**config.mk**
```make
export PLATFORM = sky130hd
export DESIGN_NAME = alu_share_scheduler_flat
export DESIGN_NICKNAME = d
export VERILOG_FILES = /design/src/rtl/alu_share_scheduler_if.sv /design/src/rtl/alu_share_scheduler.sv /design/src/flat_wrapper.sv
export SDC_FILE = /design/constraint.sdc
export NUM_CORES = 1
export LEC_CHECK = 0
export CORE_ASPECT_RATIO = 0.7
export CORE_UTILIZATION = 41
export DETAILED_ROUTE_END_ITERATION = 6
export PLACE_DENSITY = 0.86
export SYNTH_ARGS = -nofsm -noshare
export SYNTH_HDL_FRONTEND = slang
export SYNTH_SLANG_ARGS = --single-unit
```
**constraint.sdc**
```tcl
create_clock -name clk -period 4 [get_ports clk]
set_input_delay 0.6 -clock clk [delete_from_list [all_inputs] [get_ports clk]]
set_output_delay 0.6 -clock clk [all_outputs]
set_load 0.005 [all_outputs]
```
**src/rtl/alu_share_scheduler_if.sv**
```systemverilog
// Requester, ALU and response signals of the shared-ALU scheduler.
// The scheduler connects through the slave modport; the requester/ALU side uses master.
interface alu_share_scheduler_if #(
   parameter int unsigned NUM_REQ  = 4,
   parameter int unsigned WIDTH    = 16,
   parameter int unsigned OP_WIDTH = 4,
   parameter int unsigned ID_WIDTH = 2
);
   logic [NUM_REQ-1:0]          req_valid;
   logic [NUM_REQ-1:0]          req_ready;
   logic [NUM_REQ*WIDTH-1:0]    req_a;
   logic [NUM_REQ*WIDTH-1:0]    req_b;
   logic [NUM_REQ*OP_WIDTH-1:0] req_op;
   logic [WIDTH-1:0]            alu_a;
   logic [WIDTH-1:0]            alu_b;
   logic [OP_WIDTH-1:0]         alu_op;
   logic [WIDTH-1:0]            alu_result;
   logic                        rsp_valid;
   logic                        rsp_ready;
   logic [WIDTH-1:0]            rsp_data;
   logic [ID_WIDTH-1:0]         rsp_id;
   logic                        busy;
   logic [15:0]                 ops_done;

   modport slave (
      input  req_valid, req_a, req_b, req_op, alu_result, rsp_ready,
      output req_ready, alu_a, alu_b, alu_op, rsp_valid, rsp_data, rsp_id, busy, ops_done
   );

   modport master (
      output req_valid, req_a, req_b, req_op, alu_result, rsp_ready,
      input  req_ready, alu_a, alu_b, alu_op, rsp_valid, rsp_data, rsp_id, busy, ops_done
   );
endinterface

```
**src/rtl/alu_share_scheduler.sv**
```systemverilog
// Round-robin scheduler sharing one combinational ALU among NUM_REQ requesters.
// Accept in IDLE, sample the ALU during one EXEC cycle, hold the result in RESP until taken.
module alu_share_scheduler #(
   parameter int unsigned NUM_REQ  = 4,
   parameter int unsigned WIDTH    = 16,
   parameter int unsigned OP_WIDTH = 4,
   parameter int unsigned ID_WIDTH = 2
) (
   input logic                  clk,
   input logic                  rst_n,
   alu_share_scheduler_if.slave bus
);
   localparam int unsigned SEL_W = (NUM_REQ > 1) ? $clog2(NUM_REQ) : 1;

   typedef enum logic [1:0] {IDLE, EXEC, RESP} state_t;

   state_t               state_q, state_d;
   logic [SEL_W-1:0]     rr_ptr_q, rr_ptr_d;
   logic [WIDTH-1:0]     alu_a_q, alu_a_d;
   logic [WIDTH-1:0]     alu_b_q, alu_b_d;
   logic [OP_WIDTH-1:0]  alu_op_q, alu_op_d;
   logic [WIDTH-1:0]     rsp_data_q, rsp_data_d;
   logic [ID_WIDTH-1:0]  rsp_id_q, rsp_id_d;
   logic [15:0]          ops_done_q, ops_done_d;

   logic                 gnt_found;
   logic [SEL_W-1:0]     gnt_sel;
   logic [NUM_REQ-1:0]   ready_c;

   logic [WIDTH-1:0]     req_a_arr  [NUM_REQ];
   logic [WIDTH-1:0]     req_b_arr  [NUM_REQ];
   logic [OP_WIDTH-1:0]  req_op_arr [NUM_REQ];

   for (genvar gi = 0; gi < NUM_REQ; gi++) begin : g_unpack
      assign req_a_arr[gi]  = bus.req_a[gi*WIDTH +: WIDTH];
      assign req_b_arr[gi]  = bus.req_b[gi*WIDTH +: WIDTH];
      assign req_op_arr[gi] = bus.req_op[gi*OP_WIDTH +: OP_WIDTH];
   end

   // First valid requester at or after rr_ptr, wrapping modulo NUM_REQ.
   always_comb begin
      int unsigned cand;
      cand      = 0;
      gnt_found = 1'b0;
      gnt_sel   = '0;
      for (int unsigned k = 0; k < NUM_REQ; k++) begin
         cand = 32'(rr_ptr_q) + k;
         if (cand >= NUM_REQ) cand = cand - NUM_REQ;
         if (!gnt_found && bus.req_valid[cand[SEL_W-1:0]]) begin
            gnt_found = 1'b1;
            gnt_sel   = cand[SEL_W-1:0];
         end
      end
   end

   always_comb begin
      state_d    = state_q;
      rr_ptr_d   = rr_ptr_q;
      alu_a_d    = alu_a_q;
      alu_b_d    = alu_b_q;
      alu_op_d   = alu_op_q;
      rsp_data_d = rsp_data_q;
      rsp_id_d   = rsp_id_q;
      ops_done_d = ops_done_q;
      ready_c    = '0;
      unique case (state_q)
         IDLE: begin
            if (gnt_found) begin
               ready_c[gnt_sel] = 1'b1;
               alu_a_d          = req_a_arr[gnt_sel];
               alu_b_d          = req_b_arr[gnt_sel];
               alu_op_d         = req_op_arr[gnt_sel];
               rsp_id_d         = ID_WIDTH'(gnt_sel);
               rr_ptr_d         = (gnt_sel == SEL_W'(NUM_REQ - 1)) ? '0 : gnt_sel + 1'b1;
               state_d          = EXEC;
            end
         end
         EXEC: begin
            rsp_data_d = bus.alu_result;
            state_d    = RESP;
         end
         RESP: begin
            if (bus.rsp_ready) begin
               ops_done_d = ops_done_q + 16'd1;
               state_d    = IDLE;
            end
         end
         default: state_d = IDLE;
      endcase
   end

   always_ff @(posedge clk or negedge rst_n) begin
      if (!rst_n) begin
         state_q    <= IDLE;
         rr_ptr_q   <= '0;
         alu_a_q    <= '0;
         alu_b_q    <= '0;
         alu_op_q   <= '0;
         rsp_data_q <= '0;
         rsp_id_q   <= '0;
         ops_done_q <= '0;
      end else begin
         state_q    <= state_d;
         rr_ptr_q   <= rr_ptr_d;
         alu_a_q    <= alu_a_d;
         alu_b_q    <= alu_b_d;
         alu_op_q   <= alu_op_d;
         rsp_data_q <= rsp_data_d;
         rsp_id_q   <= rsp_id_d;
         ops_done_q <= ops_done_d;
      end
   end

   // Grant is combinational from IDLE, so it is masked while reset is held.
   assign bus.req_ready = ready_c & {NUM_REQ{rst_n}};
   assign bus.alu_a     = alu_a_q;
   assign bus.alu_b     = alu_b_q;
   assign bus.alu_op    = alu_op_q;
   assign bus.rsp_valid = (state_q == RESP);
   assign bus.rsp_data  = rsp_data_q;
   assign bus.rsp_id    = rsp_id_q;
   assign bus.busy      = (state_q != IDLE);
   assign bus.ops_done  = ops_done_q;
endmodule
```
**src/flat_wrapper.sv**
```systemverilog
// flat-port wrapper written by rule: the top's interface ports become plain ports
module alu_share_scheduler_flat 
#(
   parameter int unsigned NUM_REQ  = 4,
   parameter int unsigned WIDTH    = 16,
   parameter int unsigned OP_WIDTH = 4,
   parameter int unsigned ID_WIDTH = 2
)
  (clk, rst_n, bus_req_valid, bus_req_a, bus_req_b, bus_req_op, bus_alu_result, bus_rsp_ready, bus_req_ready, bus_alu_a, bus_alu_b, bus_alu_op, bus_rsp_valid, bus_rsp_data, bus_rsp_id, bus_busy, bus_ops_done);
  alu_share_scheduler_if #(.NUM_REQ(NUM_REQ), .WIDTH(WIDTH), .OP_WIDTH(OP_WIDTH), .ID_WIDTH(ID_WIDTH)) bus_i ();
  input logic clk;
  input logic rst_n;
  input wire logic [$bits(bus_i.req_valid)-1:0] bus_req_valid;
  input wire logic [$bits(bus_i.req_a)-1:0] bus_req_a;
  input wire logic [$bits(bus_i.req_b)-1:0] bus_req_b;
  input wire logic [$bits(bus_i.req_op)-1:0] bus_req_op;
  input wire logic [$bits(bus_i.alu_result)-1:0] bus_alu_result;
  input wire logic [$bits(bus_i.rsp_ready)-1:0] bus_rsp_ready;
  output wire logic [$bits(bus_i.req_ready)-1:0] bus_req_ready;
  output wire logic [$bits(bus_i.alu_a)-1:0] bus_alu_a;
  output wire logic [$bits(bus_i.alu_b)-1:0] bus_alu_b;
  output wire logic [$bits(bus_i.alu_op)-1:0] bus_alu_op;
  output wire logic [$bits(bus_i.rsp_valid)-1:0] bus_rsp_valid;
  output wire logic [$bits(bus_i.rsp_data)-1:0] bus_rsp_data;
  output wire logic [$bits(bus_i.rsp_id)-1:0] bus_rsp_id;
  output wire logic [$bits(bus_i.busy)-1:0] bus_busy;
  output wire logic [$bits(bus_i.ops_done)-1:0] bus_ops_done;
  assign bus_i.req_valid = bus_req_valid;
  assign bus_i.req_a = bus_req_a;
  assign bus_i.req_b = bus_req_b;
  assign bus_i.req_op = bus_req_op;
  assign bus_i.alu_result = bus_alu_result;
  assign bus_i.rsp_ready = bus_rsp_ready;
  assign bus_req_ready = bus_i.req_ready;
  assign bus_alu_a = bus_i.alu_a;
  assign bus_alu_b = bus_i.alu_b;
  assign bus_alu_op = bus_i.alu_op;
  assign bus_rsp_valid = bus_i.rsp_valid;
  assign bus_rsp_data = bus_i.rsp_data;
  assign bus_rsp_id = bus_i.rsp_id;
  assign bus_busy = bus_i.busy;
  assign bus_ops_done = bus_i.ops_done;
  alu_share_scheduler #(.NUM_REQ(NUM_REQ), .WIDTH(WIDTH), .OP_WIDTH(OP_WIDTH), .ID_WIDTH(ID_WIDTH)) u_core (.clk(clk), .rst_n(rst_n), .bus(bus_i));
endmodule
```
==> impl_metrics.json, run 1 <==
{
  "slew_headroom_pct": 30.2,
  "endpoint_kind": "output port",
  "core.rowCount": 30,
  "hold_viol_final": 0,
  "final_nets": 793,
  "dr.first_iter.drc_count": 256,
  "worst_skew_pair.late_latency_ns": 0.33,
  "syn_nets": 561,
  "ys_ff_latch": 74,
  "cts_max_path_buffers": 2,
  "ant_nets": 0,
  "cts_root_buf": "clkbuf_16",
  "cts_buffers": 9,
  "clock-sinks": 74,
  "synth_cell_type_count": 33,
  "grt_antenna_before_repair": 0,
  "place_inst": 741,
  "gp_congestion": 0.798,
  "dp_hpwl_um": 10100,
  "regArea_um2": 1850,
  "tritoncts": "yes",
  "yosysSeqAreaShare_pct": 44.9,
  "syn_inst": 392,
  "fmax_mhz": 298,
  "post-cts-setup-buffers": 0,
  "grt_setup_unrepaired": "false",
  "nFillCells": 688,
  "htreeDepth": 3,
  "routed_wl_um": 14100,
  "path_class": "in2out",
  "synth_top_family_by_area": "compound AO/OA/AOI/OAI gates",
  "drc": 0,
  "path_clk_slew_ns": 0.06,
  "fin_hold_ws_ns": 0.185,
  "core_um2": 9720,
  "stdcell_count": 757,
  "detail_route.wl_per_cell_um": 18.6,
  "syn_area_per_cell_um2": 10.5,
  "first_pass_iters": 5,
  "max_slew.worst_pin.slew_ns": 1.04,
  "grt_pass1_vias": 4277,
  "synthXorXnorAreaFrac_pct": 3.19,
  "drive_gt1_share_pct": 10.8,
  "grt_use_total_pct": 27.6,
  "required_ns": 3.40,
  "synthMuxAreaShare_pct": 16.3,
  "start_util_pct": 42.4,
  "cts_hold_buf": 0,
  "ios": 243,
  "ir_drop_v": 0.000332,
  "multi_input_area_um2": 2120,
  "synth_fa_ha_area_share_pct": 0.607,
  "rr_worst_depth": 6,
  "status": "complete, no violations",
  "place.port_buffers": 242,
  "layout_worst_path_cycle_share_pct": 83.8,
  "drv_slew": 0,
  "clock_skew_ns": 0.00428,
  "area_delta_synth_final_pct": 68.7,
  "antennaDiodeCount": 0,
  "leakage_nw": 2.89,
  "power_per_cell_area_nw_per_um2": 623,
  "max_cap_viol_count": 0,
  "overflow": 0,
  "yosys_warnings": 0,
  "synth_compound_area_share_pct": 19.7,
  "setup_viol": 0,
  "die_w_um": 122,
  "num_vias": 4172,
  "period_needed_ns": 3.35,
  "syn_area_um2": 4120,
  "finalSetupTns_ns": 0,
  "grt_max_degree": 48,
  "post_drt_via_cell_ratio": 5.51,
  "dieHeight_um": 85.9,
  "worstPathArrival_ns": 2.75,
  "hold_class": "in2async",
  "die_area_um2": 10500,
  "grt_pass1_wl_um": 22000,
  "cp-start-kind": "input port",
  "postCtsResizedCells": 0,
  "crit_fanout": 6,
  "yosys.area_share.simple_pct": 11.1
}
-- layout make-up --
| class | instances | share of cell area (%) |
|---|---|---|
| clock buffer | 11 | 3.49 |
| multi-input combinational | 281 | 30.5 |
| clock inverter | 5 | 0.900 |
| sequential | 74 | 26.6 |
| tap | 128 | 2.30 |
| timing repair buffer | 252 | 35.9 |
| inverter | 6 | 0.324 |
-- critical path, cell delays in order --
cell             delay, ns
clkdlybuf4s50_1       0.53
nand2b_1              0.23
o221ai_1              0.33
and2_1                0.25
ha_1                  0.15
and3_1                0.13
clkdlybuf4s50_1       0.53
-- synthesized netlist by cell type --
| master | n | area (µm²) |
|---|---|---|
| dfrtp_1 | 74 | 1850 |
| nand3_1 | 44 | 220 |
| o21ai_0 | 38 | 190 |
| a21oi_1 | 37 | 185 |
| a221o_1 | 36 | 360 |
| clkbuf_1 | 23 | 86.3 |
| mux2_4 | 20 | 300 |
| mux2_1 | 16 | 180 |
| mux2_2 | 16 | 180 |
| nand2_1 | 16 | 60.1 |
| xnor2_1 | 11 | 96.3 |
| nor2_1 | 10 | 37.5 |
| and3_1 | 6 | 37.5 |
| inv_1 | 6 | 22.5 |
| nand2b_1 | 5 | 31.3 |
| buf_2 | 4 | 20.0 |
| buf_6 | 4 | 45.0 |
| xor2_1 | 4 | 35.0 |
| a21o_1 | 3 | 22.5 |
| nor3_1 | 3 | 15.0 |
| and2_1 | 2 | 12.5 |
| ha_1 | 2 | 25.0 |
| nor2b_1 | 2 | 12.5 |
| a21oi_2 | 1 | 8.76 |
| a2bb2oi_2 | 1 | 15.0 |
| and3b_1 | 1 | 8.76 |
| mux2i_1 | 1 | 10.0 |
| nand3b_1 | 1 | 7.51 |
| nor2_2 | 1 | 6.26 |
| nor4_1 | 1 | 6.26 |
| o21bai_1 | 1 | 7.51 |
| o221ai_1 | 1 | 8.76 |
| o2bb2ai_2 | 1 | 15.0 |
-- state kept, by name (all words and copies together) (netlist names) --
register	count
u_core.state_q	2
u_core.bus.alu_b	16
u_core.bus.alu_a	16
u_core.rr_ptr_q	2
u_core.bus.rsp_data	16
u_core.bus.rsp_id	2
u_core.bus.ops_done	16
u_core.bus.alu_op	4
-- layout by cell type (no fill, tap or decap), drive strengths merged, types with 2 or more instances in the layout --
cell type      Yosys  layout
nor2              11      11
clkdlybuf4s50      0     241
xnor2             11      11
nor2b              2       2
o21ai             38      38
nand2             16      16
and2               2       2
a21oi             38      38
buf                8      11
inv                6       7
xor2               4       4
nor3               3       3
ha                 2       2
and3               6       6
mux2              52      52
a221o             36      36
clkbuf            23      11
a21o               3       3
nand3             44      44
nand2b             5       5
dfrtp             74      74
clkinvlp           0       2
-- kinds of logic after synthesis --
| logic type | after synthesis |
|---|---|
| compound gates | 119 |
| simple gates | 92 |
| flops | 74 |
| mux | 53 |
| buf+inv | 37 |
| xor+xnor | 15 |
| fa+ha+maj | 2 |
-- layer usage --
| layer | vias up | track usage [%] | wire length, µm |
|---|---|---|---|
| met4 | 0 | 8.08 | 127 |
| li1 | 1929 | - | - |
| met5 | - | 0 | 0 |
| met2 | 198 | 47.7 | 7070 |
| met1 | 2031 | 33.6 | 5810 |
| met3 | 14 | 7.51 | 1090 |
-- worst paths after layout --
| check | startpoint | endpoint | slack [ns] |
|---|---|---|---|
| max | bus_req_valid[1] | bus_req_ready[3] | 0.65 |
| min | rst_n | u_core.bus.ops_done[12] | 0.19 |
| max reg2reg | u_core.rr_ptr_q[1] | u_core.bus.alu_b[12] | 1.42 |
| min reg2reg | u_core.bus.ops_done[15] | u_core.bus.ops_done[15] | 0.48 |
| max in group asynchronous | rst_n | u_core.rr_ptr_q[0] | 2.85 |
| min in group clk | u_core.bus.ops_done[15] | u_core.bus.ops_done[15] | 0.48 |
-- metrics by stage --
step | total power, mW | area [µm²] | util, % | setup slack [ns]
after floorplan | 2.41 | 4120 | - | 1.65
after global placement | 3.44 | 6650 | 68.4 | 0.801
after detailed placement | 3.52 | 6650 | 68.4 | 0.692
after CTS | 4.35 | 6950 | 71.5 | 0.684
after global routing | 4.58 | 6950 | 71.5 | 0.557
final | 4.33 | 6950 | 71.5 | 0.646
-- power breakdown --
group	switching (mW)	internal, mW	leakage, nW
Clock	0.310	0.503	0.142
Sequential	0.207	1.07	0.918
Combinational	0.960	1.28	1.83
(Power assumes the default switching activity.)
==> inputs of run 2 (changes only) <==
--- a/config.mk
+++ b/config.mk
@@ -6,9 +6,9 @@
 export NUM_CORES = 1
 export LEC_CHECK = 0
 export CORE_ASPECT_RATIO = 0.7
-export CORE_UTILIZATION = 41
+export CORE_UTILIZATION = 35
 export DETAILED_ROUTE_END_ITERATION = 6
-export PLACE_DENSITY = 0.86
+export PLACE_DENSITY = 0.78
 export SYNTH_ARGS = -nofsm -noshare
 export SYNTH_HDL_FRONTEND = slang
 export SYNTH_SLANG_ARGS = --single-unit
==> constraint.sdc (replaced) <==
create_clock -name clk -period 2.8 [get_ports clk]
set_input_delay 0.42 -clock clk [delete_from_list [all_inputs] [get_ports clk]]
set_output_delay 0.42 -clock clk [all_outputs]
set_load 0.005 [all_outputs]
==> run 2 against run 1 <==
Compared with the run above:
- hold slack better by 0.30 ns
- routed wire length down 3.7%
- count of clock-buffer cells in the layout decreased by 2
- combinational power rose by 45%
- die area is 17% higher
- sequential cell count unchanged
- critical path depth stayed put
- sequential power is 43% higher
- setup slack worse by 0.58 ns
- power increased by 45%
- highest routed layer unchanged
==> impl_metrics.json, run 2 (synthesis results as in run 1) <==
{
  "status": "complete, no violations",
  "grt_pass1_wl_um": 21500,
  "endpoint_kind": "output port",
  "cp-start-kind": "input port",
  "dieHeight_um": 92.8,
  "leakage_nw": 2.95,
  "final_common_cell": "clkdlybuf4s50_1",
  "critPathTopFamily": "buffers and inverters",
  "clock-sinks": 74,
  "num_vias": 4131,
  "cp_slowest_cell": "clkdlybuf4s50_1",
  "hold_class": "reg2reg",
  "worst-path-buf-inv": 2,
  "die_area_um2": 12200,
  "nFillCells": 902,
  "path_cells": "clkdlybuf4s50_1, and2_2, o221ai_2, and2_1, ha_1, and3_1, clkdlybuf4s50_1",
  "r2r-start": "u_core.rr_ptr_q[1]",
  "overflow": 0,
  "gp_congestion": 0.842,
  "clock_skew_ns": 0.00708,
  "final_cell_mix": "clkdlybuf4s50_1, dfrtp_1, nand3_1, o21ai_0, a21oi_1",
  "first_pass_iters": 4,
  "detail_route.wl_per_cell_um": 17.2,
  "grt_pass1_vias": 4266,
  "cts_root_buf": "clkbuf_16",
  "cts_max_path_buffers": 2,
  "grt_antenna_before_repair": 0,
  "worst_skew_pair.late_latency_ns": 0.33,
  "finalSetupTns_ns": 0,
  "final_nets": 800,
  "ir_drop_v": 0.000477,
  "fmax_mhz": 366,
  "hp-start": "u_core.bus.ops_done[15]",
  "switching_share_pct": 33.4,
  "power_per_cell_area_nw_per_um2": 889,
  "slew_headroom_pct": 31.8,
  "path_clk_slew_ns": 0.06,
  "routed_wl_um": 13600,
  "grt_setup_unrepaired": "false",
  "die_w_um": 132,
  "power.combinational.fraction_pct": 51.5,
  "place.port_buffers": 242,
  "seqPwrFrac_pct": 29.1,
  "core.rowCount": 32,
  "max_slew.worst_pin.slew_ns": 1.02,
  "drc": 0,
  "ant_nets": 0,
  "setup_viol": 0,
  "grt_max_degree": 57,
  "period_needed_ns": 2.74,
  "worstPathArrival_ns": 2.32,
  "dr.first_iter.drc_count": 170,
  "layout_worst_path_cycle_share_pct": 97.7,
  "path_class": "in2out",
  "startpoint": "bus_req_valid[0]",
  "dp_hpwl_um": 10200,
  "place_inst": 772,
  "post_drt_via_cell_ratio": 5.24,
  "p_int_mw": 4.19,
  "p_switching_mw": 2.10,
  "max_cap_viol_count": 0,
  "crit_fanout": 4,
  "stdcell_count": 788,
  "crit_path_frequent_cell": "clkdlybuf4s50_1",
  "antennaDiodeCount": 0,
  "required_ns": 2.38,
  "cts_buffers": 9,
  "drive_gt1_share_pct": 12.1,
  "drv_slew": 0,
  "htreeDepth": 3,
  "slowest_delay_ns": 0.53,
  "rrSetupSlack_ns": 0.58,
  "ios": 243,
  "tritoncts": "yes",
  "hold_viol_final": 0,
  "start_util_pct": 36.6,
  "pwr-share-clk_pct": 19.4,
  "core_um2": 11300,
  "regArea_um2": 1850,
  "multi_input_area_um2": 2120,
  "grt_use_total_pct": 22.5,
  "area_delta_synth_final_pct": 71.5
}
==> run 2: path summary, 6_finish.rpt <==
check / endpoint / depth (start not counted)
max in group asynchronous: u_core.bus.rsp_data[8] / 3
worst max register to register: u_core.bus.alu_b[14] / 6
worst max-delay path: bus_req_ready[3] / 7
worst min register to register: u_core.bus.ops_done[15] / 1
min in group asynchronous: u_core.bus.alu_a[1] / 2
worst min-delay path: u_core.bus.ops_done[15] / 1
==> run 2: area by class of cell <==
type	instances	area share, %
multi-input combinational	281	30.1
clock buffer	9	3.19
timing repair buffer	259	36.3
clock inverter	6	1.24
inverter	6	0.319
sequential	74	26.2
tap	153	2.71
==> run 2: power groups by stage <==
stage | logic (mW) | registers [mW] | clock network (mW)
6_report | 3.24 | 1.83 | 1.22
5_1_grt | 3.47 | 1.88 | 1.29
4_1_cts | 3.25 | 1.82 | 1.25
3_5_place_dp | 3.24 | 1.83 | 0
3_3_place_gp | 3.17 | 1.81 | 0
2_1_floorplan | 1.63 | 1.82 | 0
==> run 2: worst register-to-register path: stages, from the launching register on <==
cell and delay [ns]:
dfrtp_1 0.42, mux2i_1 0.29, buf_4 0.17, a2bb2oi_4 0.75, nand3_1 0.20, a21oi_1 0.21, a221o_1 0.13
==> run 2: metal layers <==
metal / vias up / wire length [µm] / track usage (%)
met5: - / 0 / 0
met2: 191 / 6570 / 38.8
li1: 1941 / - / -
met1: 1975 / 5940 / 27.8
met4: 0 / 284 / 8.04
met3: 24 / 784 / 4.76
==> run 2: what timing repair did <==
action,in CTS,in global routing
hold buffers,1,0
gates resized for setup,0,4
setup buffers,0,0
endpoints found under the hold margin,18,0
endpoints found under the setup margin,0,4
==> run 2: stage by stage <==
stage	setup WS, ns	area, µm²	util (%)	hold WS, ns	total power, mW
final	0.0643	7070	62.8	0.480	6.29
after global routing	0.00152	7070	62.8	0.508	6.65
after CTS	0.00334	7060	62.7	0.484	6.32
after detailed placement	0.0104	6740	59.9	0.333	5.07
after global placement	0.0913	6740	59.9	0.327	4.98
after floorplan	0.729	4120	-	0.124	3.45
